## config.mk

```make
export PLATFORM = sky130hd
export DESIGN_NAME = board_engine
export DESIGN_NICKNAME = d
export VERILOG_FILES = /design/src/rtl/board_engine_pkg.sv /design/src/rtl/board_collide.sv /design/src/rtl/board_engine.sv
export SDC_FILE = /design/constraint.sdc
export NUM_CORES = 1
export LEC_CHECK = 0
export ABC_AREA = 0
export CAP_MARGIN = 5
export CORE_MARGIN = 8
export CORE_UTILIZATION = 25
export CTS_CLUSTER_SIZE = 28
export DETAILED_ROUTE_END_ITERATION = 16
export PLACE_DENSITY = 0.53
export SYNTH_ARGS = -nofsm -noshare
export SYNTH_HDL_FRONTEND = slang
export SYNTH_SLANG_ARGS = --single-unit
export TNS_END_PERCENT = 30
```

## constraint.sdc

```tcl
create_clock -name clka -period 3.9 [get_ports clka]
set_input_delay 1.17 -clock clka [delete_from_list [all_inputs] [get_ports clka]]
set_output_delay 1.17 -clock clka [all_outputs]
set_load 0.02 [all_outputs]
```

## src/rtl/board_engine_pkg.sv

```systemverilog
// Shared types and helpers for the playfield engine: FSM states, command codes,
// rotation-0 piece masks and the clockwise mask rotation.
// Pure declarations, no logic; optional DROP state exists only with BOARD_ENGINE_HARD_DROP_EN.
package board_engine_pkg;

    typedef enum logic [2:0] {
        S_IDLE,
        S_SPAWN,
        S_ACTIVE,
        S_LAND,
        S_CLEAR,
        S_GAMEOVER
`ifdef BOARD_ENGINE_HARD_DROP_EN
        , S_DROP
`endif
    } state_t;

    localparam logic [1:0] CMD_LEFT   = 2'd0;
    localparam logic [1:0] CMD_RIGHT  = 2'd1;
    localparam logic [1:0] CMD_ROTATE = 2'd2;
    localparam logic [1:0] CMD_DOWN   = 2'd3;

    // 2x2 masks, bit i = dy*2+dx
    localparam logic [3:0] MASK_T0 = 4'b0001;
    localparam logic [3:0] MASK_T1 = 4'b0011;
    localparam logic [3:0] MASK_T2 = 4'b0111;
    localparam logic [3:0] MASK_T3 = 4'b1111;

    // Clockwise: bit 0->1, 1->3, 3->2, 2->0
    function automatic logic [3:0] rotate_cw(input logic [3:0] m);
        return {m[1], m[3], m[0], m[2]};
    endfunction

    function automatic logic [3:0] piece_mask(input logic [1:0] t, input logic [1:0] r);
        logic [3:0] m;
        case (t)
            2'd0:    m = MASK_T0;
            2'd1:    m = MASK_T1;
            2'd2:    m = MASK_T2;
            default: m = MASK_T3;
        endcase
        for (int i = 0; i < 3; i++) begin
            if (i < int'(r)) m = rotate_cw(m);
        end
        return m;
    endfunction

endpackage

```

## src/rtl/board_collide.sv

```systemverilog
// Collision check of a 2x2 piece mask placed at signed (x, y) against the locked board.
// Latency: purely combinational. Backpressure: none.
// Ports: board (locked cells), mask, x, y (signed, may be off-board) -> hit.
module board_collide
    import board_engine_pkg::*;
#(
    parameter int W  = 4,
    parameter int H  = 8,
    parameter int XS = 4,
    parameter int YS = 5
) (
    input  logic [W*H-1:0]      board,
    input  logic [3:0]          mask,
    input  logic signed [XS-1:0] x,
    input  logic signed [YS-1:0] y,
    output logic                hit
);

    int cx;
    int cy;

    always_comb begin
        hit = 1'b0;
        cx  = 0;
        cy  = 0;
        for (int i = 0; i < 4; i++) begin
            if (mask[i]) begin
                cx = int'(x) + (i % 2);
                cy = int'(y) + (i / 2);
                if (cx < 0 || cx >= W || cy < 0 || cy >= H) hit = 1'b1;
                // Constant-index scan keeps the board lookup free of variable selects
                for (int r = 0; r < H; r++) begin
                    for (int c = 0; c < W; c++) begin
                        if (cy == r && cx == c && board[r*W+c]) hit = 1'b1;
                    end
                end
            end
        end
    end

endmodule

```

## src/rtl/board_engine.sv

```systemverilog
// Playfield engine: locked board + one active piece, move/rotate/drop, gravity, lock, row clear.
// Latency: accepted command/tick visible next cycle; land-to-next-piece = 1 + BOARD_H + k + 1 cycles.
// Backpressure: cmd_ready only in ACTIVE without tick; tick wins and the command must be held.
// Ports: clka/restart (sync, active-high); start, tick, cmd_valid/cmd/cmd_ready, piece_in in;
//        board_out (row 0 top, bit y*W+x), piece_type/rot/x/y, touched, lines, busy, game_over out.
// Optional: BOARD_ENGINE_HARD_DROP_EN adds hard_drop input and a DROP state.
module board_engine
    import board_engine_pkg::*;
#(
    parameter int BOARD_W = 4,
    parameter int BOARD_H = 8,
    parameter int LINES_W = 16
) (
    input  logic                         clka,
    input  logic                         restart,
    input  logic                         start,
    input  logic                         tick,
    input  logic                         cmd_valid,
    input  logic [1:0]                   cmd,
    output logic                         cmd_ready,
`ifdef BOARD_ENGINE_HARD_DROP_EN
    input  logic                         hard_drop,
`endif
    input  logic [1:0]                   piece_in,
    output logic [BOARD_W*BOARD_H-1:0]   board_out,
    output logic [1:0]                   piece_type,
    output logic [1:0]                   piece_rot,
    output logic [$clog2(BOARD_W)-1:0]   piece_x,
    output logic [$clog2(BOARD_H)-1:0]   piece_y,
    output logic                         touched,
    output logic [LINES_W-1:0]           lines,
    output logic                         busy,
    output logic                         game_over
);

    localparam int N  = BOARD_W * BOARD_H;
    localparam int XW = $clog2(BOARD_W);
    localparam int YW = $clog2(BOARD_H);
    // Two extra bits give candidates room for -1 and one-past-the-edge
    localparam int XS = XW + 2;
    localparam int YS = YW + 2;

    localparam logic [XW-1:0]        SPAWN_X  = XW'((BOARD_W - 2) / 2);
    localparam logic [YW-1:0]        ROW_LAST = YW'(BOARD_H - 1);
    localparam logic [XW-1:0]        X_STEP   = XW'(1);
    localparam logic [YW-1:0]        Y_STEP   = YW'(1);
    localparam logic [1:0]           ROT_STEP = 2'd1;
    localparam logic [LINES_W-1:0]   L_STEP   = LINES_W'(1);
    localparam logic signed [XS-1:0] X_ONE    = XS'(1);
    localparam logic signed [YS-1:0] Y_ONE    = YS'(1);

    state_t         state;
    logic [N-1:0]   board;
    logic [YW-1:0]  row_ptr;

    logic [3:0]             cur_mask, rot_mask, spawn_mask;
    logic signed [XS-1:0]   x_cur, move_x, spawn_x;
    logic signed [YS-1:0]   y_cur, down_y;
    logic                   move_hit, rot_hit, down_hit, spawn_hit;
    logic                   fall;
    logic [N-1:0]           piece_bits;
    logic [N-1:0]           keep_mask;
    logic [N-1:0]           shifted;
    logic [BOARD_H-1:0]     row_full;

    assign cur_mask   = piece_mask(piece_type, piece_rot);
    assign rot_mask   = piece_mask(piece_type, piece_rot + ROT_STEP);
    assign spawn_mask = piece_mask(piece_in, 2'd0);
    assign x_cur      = signed'({2'b00, piece_x});
    assign y_cur      = signed'({2'b00, piece_y});
    assign spawn_x    = signed'({2'b00, SPAWN_X});
    assign move_x     = (cmd == CMD_RIGHT) ? x_cur + X_ONE : x_cur - X_ONE;
    assign down_y     = y_cur + Y_ONE;
    assign fall       = tick | (cmd_valid & (cmd == CMD_DOWN));

    board_collide #(.W(BOARD_W), .H(BOARD_H), .XS(XS), .YS(YS)) u_move (
        .board(board), .mask(cur_mask), .x(move_x), .y(y_cur), .hit(move_hit));
    board_collide #(.W(BOARD_W), .H(BOARD_H), .XS(XS), .YS(YS)) u_rot (
        .board(board), .mask(rot_mask), .x(x_cur), .y(y_cur), .hit(rot_hit));
    board_collide #(.W(BOARD_W), .H(BOARD_H), .XS(XS), .YS(YS)) u_down (
        .board(board), .mask(cur_mask), .x(x_cur), .y(down_y), .hit(down_hit));
    board_collide #(.W(BOARD_W), .H(BOARD_H), .XS(XS), .YS(YS)) u_spawn (
        .board(board), .mask(spawn_mask), .x(spawn_x), .y('0), .hit(spawn_hit));

    // Active piece rendered as board bits
    always_comb begin
        piece_bits = '0;
        for (int r = 0; r < BOARD_H; r++) begin
            for (int c = 0; c < BOARD_W; c++) begin
                for (int i = 0; i < 4; i++) begin
                    if (cur_mask[i] && (int'(piece_x) + (i % 2)) == c &&
                        (int'(piece_y) + (i / 2)) == r)
                        piece_bits[r*BOARD_W+c] = 1'b1;
                end
            end
        end
    end

    // Row clear: rows above (and including) row_ptr take the row above them,
    // which is exactly board << W; rows below row_ptr are kept.
    always_comb begin
        keep_mask = '0;
        row_full  = '0;
        for (int r = 0; r < BOARD_H; r++) begin
            keep_mask[r*BOARD_W +: BOARD_W] = {BOARD_W{r > int'(row_ptr)}};
            row_full[r] = &board[r*BOARD_W +: BOARD_W];
        end
        shifted = (board & keep_mask) | ((board << BOARD_W) & ~keep_mask);
    end

    always_ff @(posedge clka) begin
        if (restart) begin
            state      <= S_IDLE;
            board      <= '0;
            lines      <= '0;
            piece_type <= '0;
            piece_rot  <= '0;
            piece_x    <= '0;
            piece_y    <= '0;
            touched    <= 1'b0;
            row_ptr    <= '0;
        end else begin
            touched <= 1'b0;
            case (state)
                S_IDLE: if (start) state <= S_SPAWN;
                S_SPAWN: begin
                    piece_type <= piece_in;
                    piece_rot  <= '0;
                    piece_x    <= SPAWN_X;
                    piece_y    <= '0;
                    state      <= spawn_hit ? S_GAMEOVER : S_ACTIVE;
                end
                S_ACTIVE: begin
                    if (fall) begin
                        if (down_hit) begin
                            state   <= S_LAND;
                            touched <= 1'b1;
                        end else begin
                            piece_y <= piece_y + Y_STEP;
                        end
                    end else if (cmd_valid) begin
                        case (cmd)
                            CMD_LEFT, CMD_RIGHT:
                                if (!move_hit)
                                    piece_x <= (cmd == CMD_RIGHT) ? piece_x + X_STEP
                                                                  : piece_x - X_STEP;
                            CMD_ROTATE:
                                if (!rot_hit) piece_rot <= piece_rot + ROT_STEP;
                            default: ;
                        endcase
                    end
`ifdef BOARD_ENGINE_HARD_DROP_EN
                    else if (hard_drop) begin
                        state <= S_DROP;
                    end
`endif
                end
`ifdef BOARD_ENGINE_HARD_DROP_EN
                S_DROP: begin
                    if (down_hit) begin
                        state   <= S_LAND;
                        touched <= 1'b1;
                    end else begin
                        piece_y <= piece_y + Y_STEP;
                    end
                end
`endif
                S_LAND: begin
                    board   <= board | piece_bits;
                    row_ptr <= ROW_LAST;
                    state   <= S_CLEAR;
                end
                S_CLEAR: begin
                    // A full row is re-examined after the shift since a new row dropped into it
                    if (row_full[row_ptr]) begin
                        board <= shifted;
                        if (lines != {LINES_W{1'b1}}) lines <= lines + L_STEP;
                    end else if (row_ptr == '0) begin
                        state <= S_SPAWN;
                    end else begin
                        row_ptr <= row_ptr - Y_STEP;
                    end
                end
                S_GAMEOVER: ;
                default: state <= S_IDLE;
            endcase
        end
    end

    always_comb begin
        case (state)
            S_GAMEOVER: board_out = '1;
            S_ACTIVE, S_LAND: board_out = board | piece_bits;
`ifdef BOARD_ENGINE_HARD_DROP_EN
            S_DROP: board_out = board | piece_bits;
`endif
            default: board_out = board;
        endcase
    end

    assign cmd_ready = (state == S_ACTIVE) && !tick;
    assign busy      = (state == S_LAND) || (state == S_CLEAR);
    assign game_over = (state == S_GAMEOVER);

endmodule

```

Word-level counts from Yosys, hierarchy flattened
Index checks and enable logic that the tools add are counted.
{ "word_totals": {"ff_bits": 64, "out_inout_bits": 61, "elab_cells": 1688, "input_bits": 9} }
{ "op_classes": {"reduce_logical": 976, "n_eq_ne": 67, "n_mux": 583, "bitwise": 10, "magnitude_cmp": 30, "add_sub_neg": 13} }
{ "ops": {"columns": ["op", "count"], "rows": [
  ["logical AND 1 bit", 913],
  ["two-way mux 1 bit", 546],
  ["== test 32 x 3 -> 1 bit (second input constant)", 8],
  ["== test 32 x 4 -> 1 bit (second input constant)", 8],
  ["zero test 32 bit", 8],
  ["== test 32 x 2 -> 1 bit (second input constant)", 4],
  ["less-than comparator 32 x 1 -> 1 bit (second input constant)", 4],
  ["case mux 32 bit (2 select lines)", 2],
  ["bitwise AND 32 bit", 2],
  [">= comparator 32 x 4 -> 1 bit (second input constant)", 2],
  [">= comparator 32 x 5 -> 1 bit (second input constant)", 2],
  ["bitwise OR 32 bit", 2],
  ["two-way mux 32 bit", 1],
  ["NOT 32 bit", 1],
  ["AND reduction 4 bit", 8],
  ["two-way mux 3 bit", 10],
  ["logical OR 1 bit", 29],
  ["two-way mux 4 bit", 7],
  ["== test 4 x 3 -> 1 bit (second input constant)", 6],
  ["inequality test 2 bit (second input constant)", 12],
  ["case mux 4 bit (3 select lines)", 2],
  ["== test 3 bit (second input constant)", 6],
  ["two-way mux 2 bit", 9],
  ["case mux 3 bit (6 select lines)", 1],
  ["46 further kinds", 86]
]} }

Logic depth before layout (Yosys ltp)
{ "logic_depth": {"word_depth": 147, "mapped_depth": 14, "mapped_depth_nobuf": 13} }

Cells and area by module
Synthesis repeated with hierarchy kept, for this count alone.
{ "unflattened": {"cells_unflattened": 1410, "area_unflattened_um2": 10297.4} }
{ "modules_own_cells": {"columns": ["mod", "seq_area_each_um2", "n_inst", "cells_each", "area_per_inst_um2"], "rows": [
  ["board_collide", 0.0, 4, 190, 1335.0],
  ["board_engine", 1281.2, 1, 650, 4957.3]
]} }

Least setup slack after synthesis
Ideal clock, no wire load.
{ "synth_path": {"path_kind": "reg2out", "startpoint": "register piece_rot[1]", "endpoint": "output port board_out[28]", "path_slack_ns": 0.086, "path_buffers": 1, "path_stages_with_launch": 11, "t_required_ns": 2.730, "arrival_time_ns": 2.644, "path_cell_list": "dfxtp_1 -> clkbuf_1 -> inv_1 -> ha_1 -> nor2b_1 -> o211ai_1 -> a211o_1 -> a22oi_1 -> nand2b_1 -> o21ai_0 -> a211o_1"} }
{ "synth_via": {"elab_chain_cells": 12, "word_cells_on_any_way": 20, "classes_between": "order compare (3); mux (8); bitwise (1); reduce/logical (8)"} }
{ "synth_rtl": {"columns": ["item", "line_no", "source"], "rows": [
  ["from (decl)", "board_engine.sv:27", "output logic [1:0] piece_rot,"],
  ["from (signal assigned)", "board_engine.sv:148", "if (!rot_hit) piece_rot <= piece_rot + ROT_STEP;"],
  ["less-than comparator 1 x 2 -> 1 bit", "board_engine_pkg.sv:43", "if (i < int'(r)) m = rotate_cw(m);"],
  ["two-way mux 4 bit (2 in series)", "board_engine_pkg.sv:43", null],
  ["two-way mux 4 bit (*)", "board_engine_pkg.sv:43", null],
  ["logical AND 1 bit (2 in series)", "board_engine.sv:91", "if (cur_mask[i] && (int'(piece_x) + (i % 2)) == c &&"],
  ["two-way mux 1 bit (3 in series)", "board_engine.sv:91", null],
  ["two-way mux 1 bit (*)", "board_engine.sv:91", null],
  ["bitwise OR 32 bit (*)", "board_engine.sv:193", "S_ACTIVE, S_LAND: board_out = board | piece_bits;"],
  ["case mux 32 bit (2 select lines) (*)", "board_engine.sv:191", "case (state)"],
  ["to (decl)", "board_engine.sv:25", "output logic [BOARD_W*BOARD_H-1:0] board_out,"]
]} }
Every way passes the cells marked *; elsewhere a longest branch is shown, timed or not.

Worst setup path after layout
{ "layout_path": {"startpoint": "register piece_rot[0]", "endpoint": "output port board_out[28]"} }
Same word-level chain as after synthesis.

==> results.txt <==
- The run finished with clean final reports.
- The detailed router finished its first iteration with 859 violations.
- STA classifies the critical path startpoint as a register.
- From bottom edge to top edge, the die measures 173 µm.
* Worst-case clock skew: 9.06 ps
* Minimum hold slack: 490 ps
* Count of state elements after synthesis: between 60 and 70
- Number of inserted diodes: 0
* Crit. End Element: output pin
- Number of global-route vias before repair: approximately 7,300
- Footprint of the multi-input gates: 4630 µm²
- Final Max Slew Viols: 0
- Clock network latency to the later pin of the worst-skew pair: approximately 350 ps
- Setup violators final: 0
- Dominant register cell in the synthesized netlist: dfxtp_1
* Slew @ Worst Pin: around 900 ps
- Via total after detailed routing: 7,651
- Global routing finished with a remaining overflow of 0.
* Cells after synthesis: 866
- After synthesis the cells add up to 6170 µm².
- Area growth, synth to finish: 32.7%
* Cell Pwr Density: 363 nW/µm²
* Fraction of final layout cells sized beyond drive strength 1: a little over a fifth
* Antenna viol nets, final: 0
* Critical Path RT: 2730 ps
- Sequential cell area in the final layout: around 1300 µm²
- Setup slack after placement: -229 ps
* Crit path DAT: ~2700 ps
- CP Max Fanout: 6
- Min-Delay Path Class: register to register
- TritonCTS created 9 clock buffers.
- Summing internal, switching and leakage power gives a little under 3 mW.
* Iteration count of the initial detailed-routing pass: 6
* Worst setup slack after layout: 3.40 ps
- The core region is 24,200 µm².
- Number of library cell types mapped by synthesis: 86
- P_leak: just over 3 nW
- The HPWL after detailed placement is 21,300 µm.
- In this run the count of I/O pins placed on the die edge is 70.
* CTS tree: yes
- By startpoint and endpoint, the worst setup path is classified as register to output pin.
- The number of hold violations in the final report is 0.
* Wire length of the first global-routing pass: 43,900 µm
- CTS sink cnt: between 60 and 70
- Maximum clock frequency: 257 MHz
- Mean instance size in the synthesized netlist: 7.12 µm²
- For this run, the register share of the synthesized area comes to 20.8%.
- Number of antenna violations at the first check in global routing: 0
- Std cell rows: 57
- In this run the deepest clock path goes through 2 buffers.
* Total Die Area: approximately 30,000 µm²
- Entering global routing, the biggest net connects 38 pins.
- Placer congestion estimate: 1.00
* Worst relative slew slack: 39.7%
* Final worst path period need: between 3000 and 4000 ps
- Setup repair after global routing could not meet its margin everywhere.
- The count of buffers added on input and output ports is 69.
- Die width: 173 µm
- In the routed design, unresolved DRC markers number 0.
- Mapped Nets: 899
* Number of levels the H-tree was split into: 3
- Global routing used 18.3% of the available tracks across all layers.
* Fraction of the cycle the final worst path needs: 99.9%
- After detailed routing, the number of vias per cell comes to 5.80.
- The tree is rooted in a clkbuf_16.
* # fillers: roughly 2,700
- Total detailed-routing wirelength: 28,800 µm
- After routing, the total negative slack on setup checks comes to 0 ps.
- Layout Nets: 1,023
* Peak supply drop: just under 0.2 mV
- Counting flops with a built-in enable in the synthesized netlist gives 0.
* Reported max-cap violation count: 0
- Drt wl/cell: 21.8 µm
- Clock-pin slew was measured on the worst setup and hold paths at 60 ps.
* Hold buffer count at CTS: 0
- After synthesis, the share of flip-flops with an asynchronous set or reset is 0%.
- The Yosys step of the flow raised 0 warnings.
- Initial standard-cell utilization of the core: about a quarter
[final timing paths]
| path | slack (ps) | to | start | cells after the start |
|---|---|---|---|---|
| worst min register to register | 490 | piece_type[1] | piece_type[1] | 2 |
| worst max register to register | 70 | piece_y[0] | piece_y[0] | 12 |
| worst min-delay path | 490 | piece_type[1] | piece_type[1] | 2 |
| worst max-delay path | 3 | board_out[28] | piece_rot[0] | 12 |
[per-stage QoR]
step                area [µm²]  cells  util, %
finish                    8180   1319     33.7
global route              8180   1319     33.7
CTS                       8160   1319     33.7
detailed placement        7670   1286     31.6
global placement          7670   1286     31.6
floorplan                 6170    866        -
[power by group]
part / internal (mW) / total (mW) / switching, mW
combinational: 0.581 / 1.46 / 0.880
sequential: 0.684 / 0.738 / 0.0550
clock: 0.432 / 0.773 / 0.341
[cell usage after synthesis, types with 15 or more instances]
cell type / count / area share (%)
o22ai_1: 36 / 3.7
dfxtp_1: 64 / 21
clkbuf_1: 38 / 2.3
ha_1: 24 / 4.9
nand3_1: 59 / 4.8
inv_1: 47 / 2.9
nor2_1: 72 / 4.4
o21ai_0: 55 / 4.5
a22oi_1: 34 / 4.1
a221oi_1: 15 / 2.1
nor3_1: 25 / 2.0
a21oi_1: 44 / 3.6
nand2_1: 93 / 5.7
buf_2: 16 / 1.3
[area by class of cell]
type                            instances  share of cell area (%)
Inverter                               50                    2.29
Clock inverter                          6                   0.550
Multi-Input combinational cell        692                    56.6
Timing Repair Buffer                  173                    17.1
Tap cell                              324                    4.95
Sequential cell                        64                    15.7
Clock buffer                           10                    2.80
[metal layers]
layer	vias up	GRT usage (%)	wire, µm
met3	75	2.92	2130
met1	3713	24.1	12600
met2	350	28.6	12800
li1	3513	-	-
met5	-	0	0
met4	0	9.02	1250
[critical path, stage by stage, from the launching register on]
cell	delay (ps)
dfxtp_2	340
ha_2	190
buf_4	150
nand3b_1	120
buf_6	120
nor2_1	40
a211o_1	370
a22oi_2	170
buf_6	160
nand2b_1	120
o21ai_0	120
a211o_1	320
buf_6	150
[cell families after synthesis]
family                     count (synthesis)  synth area share, %
and+or+nand+nor                          317                 24.6
xor gates and xnor gates                  18                 2.68
muxes                                     17                 3.37
adders and majority gates                 24                 4.87
DFF                                       64                 20.8
buffers and inverters                    110                 7.45
AOI/OAI and AO/OA                        316                 36.3
[timing repair]
item,CTS,global route
pin swaps,7,11
cloned,3,0
endpoints found under the setup margin,32,36
endpoints found under the hold margin,0,0
resized for setup,112,72
buffers inserted,14,1
[cell usage in the layout, fill, tap and decap left out, types with 7 or more instances in the layout]
cell type        count
a22oi_2              8
a221oi_1            15
o21ai_0             53
mux2i_1              8
nor2_1              70
a22oi_1             27
nand4_1             14
a211o_1             13
nand2_1             93
nor3_1              25
ha_1                22
clkdlybuf4s50_1     36
a22o_1               7
o22ai_1             20
nand2b_1             8
o22ai_2             16
inv_1               47
clkbuf_2             9
a31oi_1              9
nand3_1             58
o211ai_1            13
a211oi_1            14
buf_2               17
xor2_1              11
buf_6               13
a21oi_1             43
buf_4               95
clkbuf_16            9
dfxtp_1             62
o21a_1               9
No activity file was read; power rests on OpenSTA's default activity.
